`config.mk`:
```
export PLATFORM = sky130hd
export DESIGN_NAME = wb_obi_bridge
export DESIGN_NICKNAME = d
export VERILOG_FILES = /design/src/rtl/wb_obi_bridge_pkg.sv /design/src/rtl/wb_obi_timeout.sv /design/src/rtl/wb_obi_bridge.sv
export SDC_FILE = /design/constraint.sdc
export NUM_CORES = 1
export LEC_CHECK = 0
export CORE_UTILIZATION = 37
export CTS_BUF_LIST = sky130_fd_sc_hd__clkbuf_4
export DETAILED_ROUTE_END_ITERATION = 10
export GPL_ROUTABILITY_DRIVEN = 0
export PLACE_DENSITY = 0.81
export SYNTH_ARGS = -nofsm -noshare
export SYNTH_HDL_FRONTEND = slang
export SYNTH_SLANG_ARGS = --single-unit
export TNS_END_PERCENT = 30
```
`constraint.sdc`:
```
create_clock -name clk_i -period 1.45 [get_ports clk_i]
set_input_delay 0.435 -clock clk_i [delete_from_list [all_inputs] [get_ports clk_i]]
set_output_delay 0.435 -clock clk_i [all_outputs]
set_load 0.005 [all_outputs]
```
`src/rtl/wb_obi_bridge_pkg.sv`:
```
// Shared types and constants for the Wishbone-to-OBI bridge.
// Latency: n/a (types and constants only).
// Backpressure: n/a.
package wb_obi_bridge_pkg;

    // Bridge control states; at most one OBI transaction is ever in flight.
    typedef enum logic [2:0] {
        S_IDLE      = 3'd0,
        S_REQ       = 3'd1,
        S_RESP      = 3'd2,
        S_ACK       = 3'd3,
        S_ERR       = 3'd4,
        S_DRAIN_GNT = 3'd5,
        S_DRAIN_RSP = 3'd6
    } state_e;

    // Default per-phase cycle budget before the Wishbone side gets an error.
    localparam int unsigned TIMEOUT_DEFAULT = 256;

endpackage

```
`src/rtl/wb_obi_timeout.sv`:
```
// Phase timeout counter: counts enabled cycles since the last clear and flags TIMEOUT-1.
// Latency: expired_o is a combinational decode of the registered count.
// Backpressure: none; the counter saturates at TIMEOUT-1 instead of wrapping.
//
// Ports:
//   clk_i      single clock
//   rst_ni     synchronous active-low reset
//   clear_i    restart the count at zero (wins over en_i)
//   en_i       count this cycle
//   expired_o  count has reached TIMEOUT-1
module wb_obi_timeout
    import wb_obi_bridge_pkg::*;
#(
    parameter int unsigned TIMEOUT = TIMEOUT_DEFAULT
) (
    input  logic clk_i,
    input  logic rst_ni,
    input  logic clear_i,
    input  logic en_i,
    output logic expired_o
);

    localparam int unsigned CNT_W = (TIMEOUT > 2) ? $clog2(TIMEOUT) : 1;
    localparam logic [CNT_W-1:0] CNT_LAST = CNT_W'(TIMEOUT - 1);

    logic [CNT_W-1:0] cnt_q;
    logic [CNT_W-1:0] cnt_d;

    always_comb begin
        cnt_d = cnt_q;
        if (clear_i) begin
            cnt_d = '0;
        end else if (en_i && (cnt_q != CNT_LAST)) begin
            cnt_d = cnt_q + CNT_W'(1);
        end
    end

    always_ff @(posedge clk_i) begin
        if (!rst_ni) begin
            cnt_q <= '0;
        end else begin
            cnt_q <= cnt_d;
        end
    end

    assign expired_o = (cnt_q == CNT_LAST);

endmodule

```
`src/rtl/wb_obi_bridge.sv`:
```
// Wishbone slave to OBI master bridge with per-phase timeout and abort draining.
// Latency: stb sampled at edge N with immediate gnt and rvalid gives wb_ack_o in cycle N+3.
// Backpressure: one transaction in flight; new Wishbone strobes wait in IDLE until the OBI side is done.
//
// Ports:
//   clk_i, rst_ni                    single clock, synchronous active-low reset
//   en                               gates acceptance of new Wishbone requests only
//   wb_cyc_i .. wb_byte_en_i         Wishbone request; wb_rdata_o/wb_ack_o/wb_err_o response
//   obi_req_o .. obi_wdata_o         OBI request (held stable until gnt); obi_gnt_i grant
//   obi_rvalid_i, obi_rdata_i        OBI response
module wb_obi_bridge
    import wb_obi_bridge_pkg::*;
#(
    parameter int unsigned       ADDR_W    = 32,
    parameter int unsigned       DATA_W    = 32,
    parameter logic [ADDR_W-1:0] ADDR_BASE = '0,
    parameter int unsigned       TIMEOUT   = TIMEOUT_DEFAULT
) (
    input  logic                clk_i,
    input  logic                rst_ni,
    input  logic                en,
    input  logic                wb_cyc_i,
    input  logic                wb_stb_i,
    input  logic [ADDR_W-1:0]   wb_addr_i,
    input  logic [DATA_W-1:0]   wb_wdata_i,
    input  logic                wb_wr_en_i,
    input  logic [DATA_W/8-1:0] wb_byte_en_i,
    output logic [DATA_W-1:0]   wb_rdata_o,
    output logic                wb_ack_o,
    output logic                wb_err_o,
    output logic                obi_req_o,
    input  logic                obi_gnt_i,
    output logic [ADDR_W-1:0]   obi_addr_o,
    output logic                obi_wr_en_o,
    output logic [DATA_W/8-1:0] obi_byte_en_o,
    output logic [DATA_W-1:0]   obi_wdata_o,
    input  logic                obi_rvalid_i,
    input  logic [DATA_W-1:0]   obi_rdata_i
);

    // Low 20 address bits come from Wishbone, the rest from ADDR_BASE.
    localparam logic [ADDR_W-1:0] LOW_MASK = {{(ADDR_W-20){1'b0}}, {20{1'b1}}};

    state_e              state_q,   state_d;
    logic [ADDR_W-1:0]   addr_q,    addr_d;
    logic [DATA_W-1:0]   wdata_q,   wdata_d;
    logic                wr_en_q,   wr_en_d;
    logic [DATA_W/8-1:0] be_q,      be_d;
    logic [DATA_W-1:0]   rdata_q,   rdata_d;
    // High in ERR when the timeout hit in REQ, i.e. the slave still owes a grant.
    logic                gnt_owed_q, gnt_owed_d;

    logic cnt_clear;
    logic cnt_en;
    logic cnt_expired;

    wb_obi_timeout #(
        .TIMEOUT (TIMEOUT)
    ) u_timeout (
        .clk_i     (clk_i),
        .rst_ni    (rst_ni),
        .clear_i   (cnt_clear),
        .en_i      (cnt_en),
        .expired_o (cnt_expired)
    );

    assign cnt_en = (state_q == S_REQ) || (state_q == S_RESP);

    always_comb begin
        state_d    = state_q;
        addr_d     = addr_q;
        wdata_d    = wdata_q;
        wr_en_d    = wr_en_q;
        be_d       = be_q;
        rdata_d    = rdata_q;
        gnt_owed_d = 1'b0;
        cnt_clear  = 1'b0;

        unique case (state_q)
            S_IDLE: begin
                if (wb_cyc_i && wb_stb_i && en) begin
                    addr_d    = (ADDR_BASE & ~LOW_MASK) | (wb_addr_i & LOW_MASK);
                    wdata_d   = wb_wdata_i;
                    wr_en_d   = wb_wr_en_i;
                    be_d      = wb_byte_en_i;
                    cnt_clear = 1'b1;
                    state_d   = S_REQ;
                end
            end
            S_REQ: begin
                gnt_owed_d = 1'b1;
                // Abort beats grant and timeout; a grant taken in the abort
                // cycle still leaves a response to be drained.
                if (!wb_cyc_i) begin
                    state_d = obi_gnt_i ? S_DRAIN_RSP : S_DRAIN_GNT;
                end else if (obi_gnt_i) begin
                    cnt_clear = 1'b1;
                    state_d   = S_RESP;
                end else if (cnt_expired) begin
                    state_d = S_ERR;
                end
            end
            S_RESP: begin
                // An rvalid coinciding with the abort completes the transfer;
                // waiting for another one would hang.
                if (!wb_cyc_i) begin
                    state_d = obi_rvalid_i ? S_IDLE : S_DRAIN_RSP;
                end else if (obi_rvalid_i) begin
                    rdata_d = obi_rdata_i;
                    state_d = S_ACK;
                end else if (cnt_expired) begin
                    state_d = S_ERR;
                end
            end
            S_ACK: begin
                state_d = S_IDLE;
            end
            S_ERR: begin
                // obi_req_o stays high here when a grant is owed, so a grant or
                // response landing in this cycle is consumed, not lost.
                if (gnt_owed_q) begin
                    state_d = obi_gnt_i ? S_DRAIN_RSP : S_DRAIN_GNT;
                end else begin
                    state_d = obi_rvalid_i ? S_IDLE : S_DRAIN_RSP;
                end
            end
            S_DRAIN_GNT: begin
                if (obi_gnt_i) begin
                    state_d = S_DRAIN_RSP;
                end
            end
            S_DRAIN_RSP: begin
                if (obi_rvalid_i) begin
                    state_d = S_IDLE;
                end
            end
            default: begin
                state_d = S_IDLE;
            end
        endcase
    end

    always_ff @(posedge clk_i) begin
        if (!rst_ni) begin
            state_q    <= S_IDLE;
            addr_q     <= '0;
            wdata_q    <= '0;
            wr_en_q    <= 1'b0;
            be_q       <= '0;
            rdata_q    <= '0;
            gnt_owed_q <= 1'b0;
        end else begin
            state_q    <= state_d;
            addr_q     <= addr_d;
            wdata_q    <= wdata_d;
            wr_en_q    <= wr_en_d;
            be_q       <= be_d;
            rdata_q    <= rdata_d;
            gnt_owed_q <= gnt_owed_d;
        end
    end

    assign obi_req_o     = (state_q == S_REQ) || (state_q == S_DRAIN_GNT) ||
                           ((state_q == S_ERR) && gnt_owed_q);
    assign obi_addr_o    = addr_q;
    assign obi_wdata_o   = wdata_q;
    assign obi_wr_en_o   = wr_en_q;
    assign obi_byte_en_o = be_q;
    assign wb_rdata_o    = rdata_q;
    assign wb_ack_o      = (state_q == S_ACK);
    assign wb_err_o      = (state_q == S_ERR);

endmodule

```
==> results of run 1 <==
[worst register-to-register path: stages (launching register included)]
cell and delay (ns):
dfxtp_4 0.38, buf_6 0.12, buf_6 0.12, buf_6 0.12
xor2_4 0.15, o211ai_4 0.12, or4_4 0.50, a21oi_2 0.13
[per-layer routing]
| layer | global-route usage | share of wire |
|---|---|---|
| met1 | 0.210 | 0.39 |
| met2 | 0.384 | 0.52 |
| met3 | 0.0567 | 0.073 |
| met4 | 0.0734 | 0.016 |
| met5 | 0 | 0 |
[per-stage QoR]
stage | setup TNS [ns] | setup WS, ns
2_1_floorplan | 0 | 0.0114
3_3_place_gp | -44.32 | -0.477
3_5_place_dp | -49.18 | -0.563
4_1_cts | -16.45 | -0.334
5_1_grt | -23.75 | -0.331
6_report | -15.96 | -0.262
[state kept, by name, indices dropped and copies added, names as in the netlist]
signal	count
obi_wdata_o	32
obi_wr_en_o	1
u_timeout.cnt_q	8
obi_byte_en_o	4
wb_rdata_o	32
obi_addr_o	20
state_q	3
gnt_owed_q	1
[cell usage in the layout, fill, tap and decap left out, drive strengths merged, types with 2 or more instances in the layout]
master and count:
a21boi 89, a21oi 8, and2 2, buf 114, clkbuf 31, clkdlybuf4s15 3, clkdlybuf4s50 94, clkinv 2
conb 12, dfxtp 101, inv 6, nand2 188, nand2b 3, nand3 6, nand4 2, nor2 10
nor3 3, nor3b 2, o211ai 2, o21ai 2, o22ai 2, o31ai 4, or4 4, xor2 4
[kinds of logic after synthesis]
family,count (synthesis),synth area share
and+or+nand+nor,226,0.226
AOI/OAI and AO/OA,116,0.208
DFF,101,0.485
buffers and inverters,48,0.0621
xor gates and xnor gates,4,0.0129
adders and majority gates,1,0.00300
other,1,0.000899
muxes,1,0.00240
[cell type report]
class	instances	area (sq um)
clock inverter	6	46.3
fill	977	4520
tap	140	175
multi-input combinational	360	2020
timing repair buffer	233	1910
inverter	3	11.3
sequential	101	2140
clock buffer	9	67.6
[worst max path at each step]
stage                     from            endpoint  slack [ns]  cells past startpoint
floorplan           state_q[1]  u_timeout.cnt_q[5]        0.01                      5
global placement      wb_cyc_i      wb_rdata_o[26]       -0.48                      6
detailed placement    wb_cyc_i     obi_wdata_o[12]       -0.56                      6
CTS                 state_q[1]  u_timeout.cnt_q[7]       -0.33                      7
global route        state_q[1]  u_timeout.cnt_q[7]       -0.33                      7
finish              state_q[1]            wb_ack_o       -0.26                      5
[power by group]
group | internal (uW) | switching (uW) | total [uW]
clock network | 361 | 947 | 1310
registers | 2840 | 33.7 | 2880
logic | 429 | 265 | 694
total | 3630 | 1250 | 4880
[repair_timing]
action / 4_1_cts / 5_1_grt
gates resized for setup: 433 / 74
cloned: 1 / 2
setup buffers: 7 / 1
pin swaps: 15 / 8
hold endpoints to repair: 0 / 0
hold buffers: 0 / 0
endpoints found under the setup margin: 190 / 141
==> metrics.yaml, run 1 <==
coreArea_sq_um: 10900
grt_pass1_wl_um: 18900
critPathLaunchType: "flip-flop"
die_x_um: 108
slew_violations: 0
crit_path_frequent_cell: "buf_6"
irDropWorstVdd_mv: 0.392
wire_per_inst_um: 14.0
finalCritPeriodShare: 1.18
die_height_um: 108
cts_tree: "built"
antenna_found_initial: 0
async_flop_share: 0
ant_nets: 0
cap_viol_max_count: 0
power_density_nw_per_um2: 766
synthTopCellsByArea: "dfxtp_1, nand2_1, a21boi_0, buf_4, a21boi_1"
synth.largest_area_cell: "dfxtp_1"
finalNetCount: 817
grt_max_degree: 60
hold_viol_final: 0
dieArea_sq_um: 11700
cp_num_buf_inv: 3
netlist_top_cells_count: "nand2_1, dfxtp_1, a21boi_0"
finClkSkew_ns: 0.0198
grt_setup_unrepaired: "yes"
hpwl_um: 8250
cts.clk_slew.worst_paths_ns: 0.16
grtUsageTotal: 0.203
drc_errors: 0
violations: "negative setup slack"
htreeDepth: 3
synth_cells: 498
syn_area_per_cell_sq_um: 8.37
antenna_cells: 0
synth_seq_cells: 101
end_kind: "output pin"
grt_pass1_vias: 4208
initial_core_util: 0.383
synth_edf_count: 0
holdPathStages: 3
synth_area_sq_um: 4170
period_minus_slack_ns: 1.71
gr-total-overflow: 0
synth.top_cell.area_share: 0.485
ys_seq_area_frac: 0.485
max_freq_mhz: 584
final_cell_area_sq_um: 6370
io_buffers: 187
reg2reg_setup_slack_ns: -0.26
p_total_uw: 4880
hp-class: "primary input to flip-flop"
ioPinCount: 212
ys.warnings.count: 0
setup_violations: 100
clk_path_buf_depth: 2
cts_buffers: 9
drive_above_1_share: 0.371
dp.cells: 827
slowest_stage: "dfxtp_4"
crit_arrival_ns: 1.28
synth_ff_type: "dfxtp_1"
rows: 38
drt-initial-drc-count: 199
num_vias: 4146
ys_types: 45
hp-start: "rst_ni"
cts_root_buffer: "clkbuf_4"
cp.required_ns: 1.02
reg2reg_to: "u_timeout.cnt_q[5]"
crit_type: "flip-flop to output pin"
layout_setup_ws_ns: -0.262
whs_ns: 0.341
crit_family: "flip-flops"
critPathMaxStageDelay_ns: 0.38
crit_fanout: 3
reg2regPathDepth: 7
status: "complete, but fails checks"
worstHoldEndpoint: "state_q[0]"
drtPass1Iterations: 6
syn_to_final_growth_pct: 52.9
cts.sink_count: 101
clock_latency_ns: 0.43
viasPerCell: 4.87
post-route-util: 0.585
yosysMostFrequentCell: "nand2_1"
reg2reg_from: "state_q[1]"
p_leak_uw: 0.00261
crit_chain: "buf_6 -> buf_6 -> nand2_4 -> nor2_2 -> buf_2"
drt_wl_total_um: 12000
instances_no_fill: 852
placed_area_sq_um: 6350
Power figures use the tool's default switching activity.
==> run 2, diff against run 1 <==
--- a/config.mk
+++ b/config.mk
@@ -10,6 +10,7 @@
 export DETAILED_ROUTE_END_ITERATION = 10
 export GPL_ROUTABILITY_DRIVEN = 0
 export PLACE_DENSITY = 0.81
+export SLEW_MARGIN = 40
 export SYNTH_ARGS = -nofsm -noshare
 export SYNTH_HDL_FRONTEND = slang
 export SYNTH_SLANG_ARGS = --single-unit
==> results of run 2 <==
Same layout as run 1: the final DEF is identical, and so are final timing and power.
